$ cat src/rtl/react_keyscan.sv
// 4x4 matrix keypad scanner: one active-low column driven per scan tick, debounced
// press/release detection, and a one-clock key_valid pulse per accepted key.

module react_keyscan_chk (
  input logic       clk,
  input logic       rst,
  input logic [3:0] COL,
  input logic       key_valid,
  input logic       key_down
);

  a_col_one_low: assert property (@(posedge clk) disable iff (!rst) $onehot(~COL));
  a_valid_single: assert property (@(posedge clk) disable iff (!rst) key_valid |=> !key_valid);
  a_valid_with_down: assert property (@(posedge clk) disable iff (!rst) key_valid |-> key_down);

endmodule

module react_keyscan #(
  parameter int SCAN_DIV       = 50000,
  parameter int DEBOUNCE_SCANS = 8
) (
  input  logic       clk,
  input  logic       rst,
  input  logic [3:0] ROW,
  output logic [3:0] COL,
  output logic [3:0] key_code,
  output logic       key_valid,
  output logic       key_down
);

  localparam int DIV_W = (SCAN_DIV > 1) ? $clog2(SCAN_DIV) : 1;
  localparam logic [DIV_W-1:0] DIV_LAST = DIV_W'(SCAN_DIV - 1);
  localparam logic [DIV_W-1:0] DIV_ONE  = DIV_W'(1);
  localparam logic [7:0]       DEB_N    = 8'(DEBOUNCE_SCANS);

  typedef enum logic [1:0] {
    SCAN     = 2'd0,
    DEBOUNCE = 2'd1,
    HELD     = 2'd2
  } state_e;

  logic [3:0]       row_meta_q;
  logic [3:0]       row_sync_q;
  logic [DIV_W-1:0] div_q, div_d;
  logic             tick_s;
  state_e           state_q, state_d;
  logic [1:0]       col_q, col_d;
  logic [1:0]       row_q, row_d;
  logic [7:0]       cnt_q, cnt_d;
  logic [7:0]       rel_q, rel_d;
  logic [3:0]       col_out_q;
  logic [3:0]       key_code_q, key_code_d;
  logic             key_valid_q, key_valid_d;
  logic             key_down_q, key_down_d;

  function automatic logic [1:0] lowest_low(input logic [3:0] row_v);
    logic [1:0] idx;
    if (!row_v[0]) begin
      idx = 2'd0;
    end else if (!row_v[1]) begin
      idx = 2'd1;
    end else if (!row_v[2]) begin
      idx = 2'd2;
    end else begin
      idx = 2'd3;
    end
    return idx;
  endfunction

  function automatic logic [3:0] col_drive(input logic [1:0] idx);
    logic [3:0] drv;
    case (idx)
      2'd0:    drv = 4'b1110;
      2'd1:    drv = 4'b1101;
      2'd2:    drv = 4'b1011;
      2'd3:    drv = 4'b0111;
      default: drv = 4'b1110;
    endcase
    return drv;
  endfunction

  // Row lines idle high through the pull-ups, so the synchronizer resets to ones.
  always_ff @(posedge clk or negedge rst) begin
    if (!rst) begin
      row_meta_q <= 4'hF;
      row_sync_q <= 4'hF;
    end else begin
      row_meta_q <= ROW;
      row_sync_q <= row_meta_q;
    end
  end

  assign tick_s = (div_q == DIV_LAST);

  always_comb begin
    div_d = div_q;
    if (tick_s) begin
      div_d = {DIV_W{1'b0}};
    end else begin
      div_d = div_q + DIV_ONE;
    end
  end

  always_ff @(posedge clk or negedge rst) begin
    if (!rst) begin
      div_q <= {DIV_W{1'b0}};
    end else begin
      div_q <= div_d;
    end
  end

  // All decisions happen on tick edges; between ticks every register holds.
  always_comb begin
    state_d     = state_q;
    col_d       = col_q;
    row_d       = row_q;
    cnt_d       = cnt_q;
    rel_d       = rel_q;
    key_code_d  = key_code_q;
    key_valid_d = 1'b0;
    key_down_d  = key_down_q;
    if (tick_s) begin
      case (state_q)
        SCAN: begin
          if (row_sync_q != 4'hF) begin
            row_d   = lowest_low(row_sync_q);
            cnt_d   = 8'd1;
            state_d = DEBOUNCE;
          end else begin
            col_d = col_q + 2'd1;
          end
        end
        DEBOUNCE: begin
          if (!row_sync_q[row_q]) begin
            if ((cnt_q + 8'd1) == DEB_N) begin
              state_d     = HELD;
              cnt_d       = 8'd0;
              rel_d       = 8'd0;
              key_code_d  = {col_q, row_q};
              key_valid_d = 1'b1;
              key_down_d  = 1'b1;
            end else begin
              cnt_d = cnt_q + 8'd1;
            end
          end else begin
            state_d = SCAN;
            cnt_d   = 8'd0;
            col_d   = col_q + 2'd1;
          end
        end
        HELD: begin
          if (row_sync_q[row_q]) begin
            if ((rel_q + 8'd1) == DEB_N) begin
              state_d    = SCAN;
              rel_d      = 8'd0;
              key_down_d = 1'b0;
              col_d      = col_q + 2'd1;
            end else begin
              rel_d = rel_q + 8'd1;
            end
          end else begin
            rel_d = 8'd0;
          end
        end
        default: begin
          state_d    = SCAN;
          col_d      = 2'd0;
          cnt_d      = 8'd0;
          rel_d      = 8'd0;
          key_down_d = 1'b0;
        end
      endcase
    end else begin
      state_d = state_q;
    end
  end

  // COL is driven from the next column index so it changes on the same edge as col_q.
  always_ff @(posedge clk or negedge rst) begin
    if (!rst) begin
      state_q     <= SCAN;
      col_q       <= 2'd0;
      row_q       <= 2'd0;
      cnt_q       <= 8'd0;
      rel_q       <= 8'd0;
      col_out_q   <= 4'b1110;
      key_code_q  <= 4'h0;
      key_valid_q <= 1'b0;
      key_down_q  <= 1'b0;
    end else begin
      state_q     <= state_d;
      col_q       <= col_d;
      row_q       <= row_d;
      cnt_q       <= cnt_d;
      rel_q       <= rel_d;
      col_out_q   <= col_drive(col_d);
      key_code_q  <= key_code_d;
      key_valid_q <= key_valid_d;
      key_down_q  <= key_down_d;
    end
  end

  assign COL       = col_out_q;
  assign key_code  = key_code_q;
  assign key_valid = key_valid_q;
  assign key_down  = key_down_q;

  react_keyscan_chk u_chk (
    .clk       (clk),
    .rst       (rst),
    .COL       (COL),
    .key_valid (key_valid),
    .key_down  (key_down)
  );

endmodule
$ cat config.mk
export PLATFORM = sky130hd
export DESIGN_NAME = react_keyscan
export DESIGN_NICKNAME = d
export VERILOG_FILES = /design/src/rtl/react_keyscan.sv
export SDC_FILE = /design/constraint.sdc
export NUM_CORES = 1
export LEC_CHECK = 0
export BUFFER_PORTS_ARGS = -buffer_cell sky130_fd_sc_hd__buf_2
export CAP_MARGIN = 40
export CORE_AREA = 4 4 66 99
export CTS_CLUSTER_DIAMETER = 150
export DETAILED_ROUTE_END_ITERATION = 8
export DIE_AREA = 0 0 70 103
export HOLD_SLACK_MARGIN = 0.02
export PLACE_DENSITY = 0.73
export RECOVER_POWER = 50
export SLEW_MARGIN = 20
export SYNTH_ARGS = -nofsm -noshare
export SYNTH_HDL_FRONTEND = slang
export SYNTH_SLANG_ARGS = --single-unit
export TNS_END_PERCENT = 20
$ cat constraint.sdc
create_clock -name clk -period 1.9 [get_ports clk]
set_input_delay 0.095 -clock clk [delete_from_list [all_inputs] [get_ports clk]]
set_output_delay 0.095 -clock clk [all_outputs]
set_load 0.01 [all_outputs]
==> metrics <==
status finished with violations; failing checks negative setup slack; synthesized area 0.00304 sq mm; most common cell after layout, fill and taps aside buf_4; largest net degree at the start of global routing 28; Final Critical Period 2080 ps; Period Utilization, post-route 109%; Worst EP arrival 2330 ps; n_diodes 0; clock skew 8.91 ps; P&R area growth vs syn 31.5%; # DRC 0; initial antenna violation count 0; CTS tree done; Syn Inst Count 310; wire per inst 15.6 microns; max_slew headroom 51.0%; Critical path buffers and inverters 1; Die ar. 0.00721 sq mm; Synth async-reset ratio 100%; Crit Path Max Fanout 3; Critical Path RT 2150 ps; dpl cells 445; Clk Latency, worst-skew pair 310 ps; first-pass GRT wire length 12300 microns; Seq/Total Area, Yosys 46.6%; post-synth cell types 62; worst-margin pin slew 735 ps; reg2reg path depth 7; final setup violating endpoints 28; area of the multi-input gates 0.00172 sq mm; HPWL Detailed 5220 microns; Post-synth EDFFs 0; max-cap violations 0; ys flop type dfrtp_1; Pwr Density 487 mW/mm^2; Setup TNS -2270 ps; CP max-delay cell or4bb_4; final slew viol count 0; vias per inst 5.81; clock slew at reported path FFs 110 ps; fraction of layout cells with a size suffix above 1 37.5%; Synth Net Count 321; FP Rows 34; Hold Path Class primary input to async pin; Hold Violations, Final 0; Final Core Density 70.1%; Num CTS Buffers 5; commonest non-fill, non-tap cells in the layout 64 x buf_4, 45 x dfrtp_1, 31 x nand2_1, 17 x nand3_1; vias 2695; H-tree levels 2; fin area 0.00399 sq mm; Critical Path Start Type flip-flop; CTS Buffer Depth 2; FF-to-FF Start div_q[1]$_DFF_PN0_; vias in the first global route 2743; I/O pin total 16; Leak Pwr 1.87 nW; Peak VDD IR 0.000501 V; clock root buffer clkbuf_8; Tot Pwr 1.94 mW; clock sink total 56; Non-Filler Instances 464; Overall Global Routing Usage 20.9%; die extent in x 70 microns; crit-path cells ha_2 > or4bb_4 > nor4_4 > buf_4 > nand3b_4 > or4_4 > nand2_2; RD Place Congestion 0.881; DP Worst Slack -244 ps; fillcell total 442; ANT nets after route 0; f_max 0.481 GHz; RSZ-0062 raised after global routing yes; die height 103 microns; remaining global-route overflow 0; First-pass DRT Iterations 6; Hold Slack 342 ps; initial core utilization 53.3%; Worst R2R End cnt_q[6]$_DFFE_PN0P_; max incr delay on CP 460 ps; critical path endpoint category flip-flop; critical path class flip-flop to flip-flop; Routed WL 7220 microns; port buffer count 15; yosys warns 0; Seq cells post-synth 56; core area 0.00570 sq mm; area post-placement 0.00367 sq mm; reg2reg setup slack -180 ps; final worst setup slack -178 ps; Final nets 402; syn_area_per_cell 9.80 sq um; initial DRC count 138; FF+latch area 0.00142 sq mm; kind of cell adding the most delay to the critical path simple AND/OR/NAND/NOR gates
## logic make-up (layout without fill, tap and decap cells)
logic type	count (synthesis)	after routing	synth area share, %
fa+ha+maj	6	6	2.39
buf+inv	21	103	2.80
xor+xnor	18	18	5.19
simple gates	134	134	24.9
compound gates	66	66	14.5
flops	56	56	46.6
mux	9	9	3.58
## worst max-delay path by stage
stage                                 endpoint                start  cells past startpoint
final                     cnt_q[6]$_DFFE_PN0P_   div_q[1]$_DFF_PN0_                      7
after global routing      cnt_q[6]$_DFFE_PN0P_   div_q[1]$_DFF_PN0_                      7
after CTS                 cnt_q[6]$_DFFE_PN0P_  div_q[10]$_DFF_PN0_                      6
after detailed placement      COL[3]$_DFF_PN1_   div_q[1]$_DFF_PN0_                      8
after global placement        COL[3]$_DFF_PN1_   div_q[1]$_DFF_PN0_                      8
after floorplan           cnt_q[6]$_DFFE_PN0P_   div_q[0]$_DFF_PN0_                      6
## sequential cells by signal, summed over array words and instances (netlist names)
name / count
row_meta_q: 4
COL: 4
row_sync_q: 4
key_valid: 1
key_code: 4
div_q: 16
state_q: 2
rel_q: 8
cnt_q: 8
row_q: 2
col_q: 2
key_down: 1
## power breakdown
| part | total, mW | internal, mW | switching [mW] |
|---|---|---|---|
| Combinational | 0.0518 | 0.0192 | 0.0326 |
| Sequential | 1.21 | 1.21 | 0.00421 |
| Clock | 0.681 | 0.272 | 0.409 |
## metal layers
metal | share of wire, % | wire [microns] | track usage, %
met3 | 2.3 | 166 | 2.73
met1 | 39 | 2820 | 23.1
met5 | 0 | 0 | 0
met2 | 56 | 4050 | 41.0
met4 | 2.4 | 176 | 6.93
## cell type report
cell class,instances,share of cell area (%)
multi-input combinational,233,43.2
sequential,56,35.4
timing repair buffer,88,16.1
tap,72,2.26
clock buffer,5,1.72
clock inverter,3,0.658
inverter,7,0.658
## synth_stat cells, drive strengths merged, types with 2 or more instances
| master | instances | area [sq um] |
|---|---|---|
| nand2 | 36 | 138 |
| ha | 5 | 62.6 |
| o31ai | 6 | 45.0 |
| a21o | 6 | 45.0 |
| and2 | 5 | 31.3 |
| nand4 | 7 | 43.8 |
| and4 | 5 | 43.8 |
| or3 | 2 | 12.5 |
| nor3b | 3 | 22.5 |
| or4 | 3 | 26.3 |
| and3 | 7 | 43.8 |
| a311oi | 3 | 26.3 |
| or2 | 3 | 18.8 |
| xnor2 | 11 | 96.3 |
| dfstp | 11 | 289 |
| xor2 | 7 | 61.3 |
| o21ai | 22 | 114 |
| a211o | 2 | 17.5 |
| nor2 | 19 | 71.3 |
| mux2i | 3 | 30.0 |
| o41ai | 2 | 17.5 |
| and4b | 2 | 20.0 |
| nor3 | 2 | 10.0 |
| inv | 6 | 22.5 |
| nand3 | 19 | 95.1 |
| clkbuf | 11 | 41.3 |
| mux2 | 5 | 56.3 |
| a21oi | 8 | 40.0 |
| nor2b | 2 | 12.5 |
| nor4 | 6 | 52.6 |
| nand2b | 3 | 18.8 |
| a31oi | 4 | 25.0 |
| dfrtp | 45 | 1130 |
| nand3b | 6 | 57.6 |
| buf | 3 | 17.5 |
## timing repair
action	4_1_cts	5_1_grt
endpoints found under the setup margin	32	32
setup buffers	3	3
pin swaps	2	2
resized for setup	12	34
hold buffers	5	0
endpoints found under the hold margin	44	0
No activity file was read; power rests on OpenSTA's default activity.
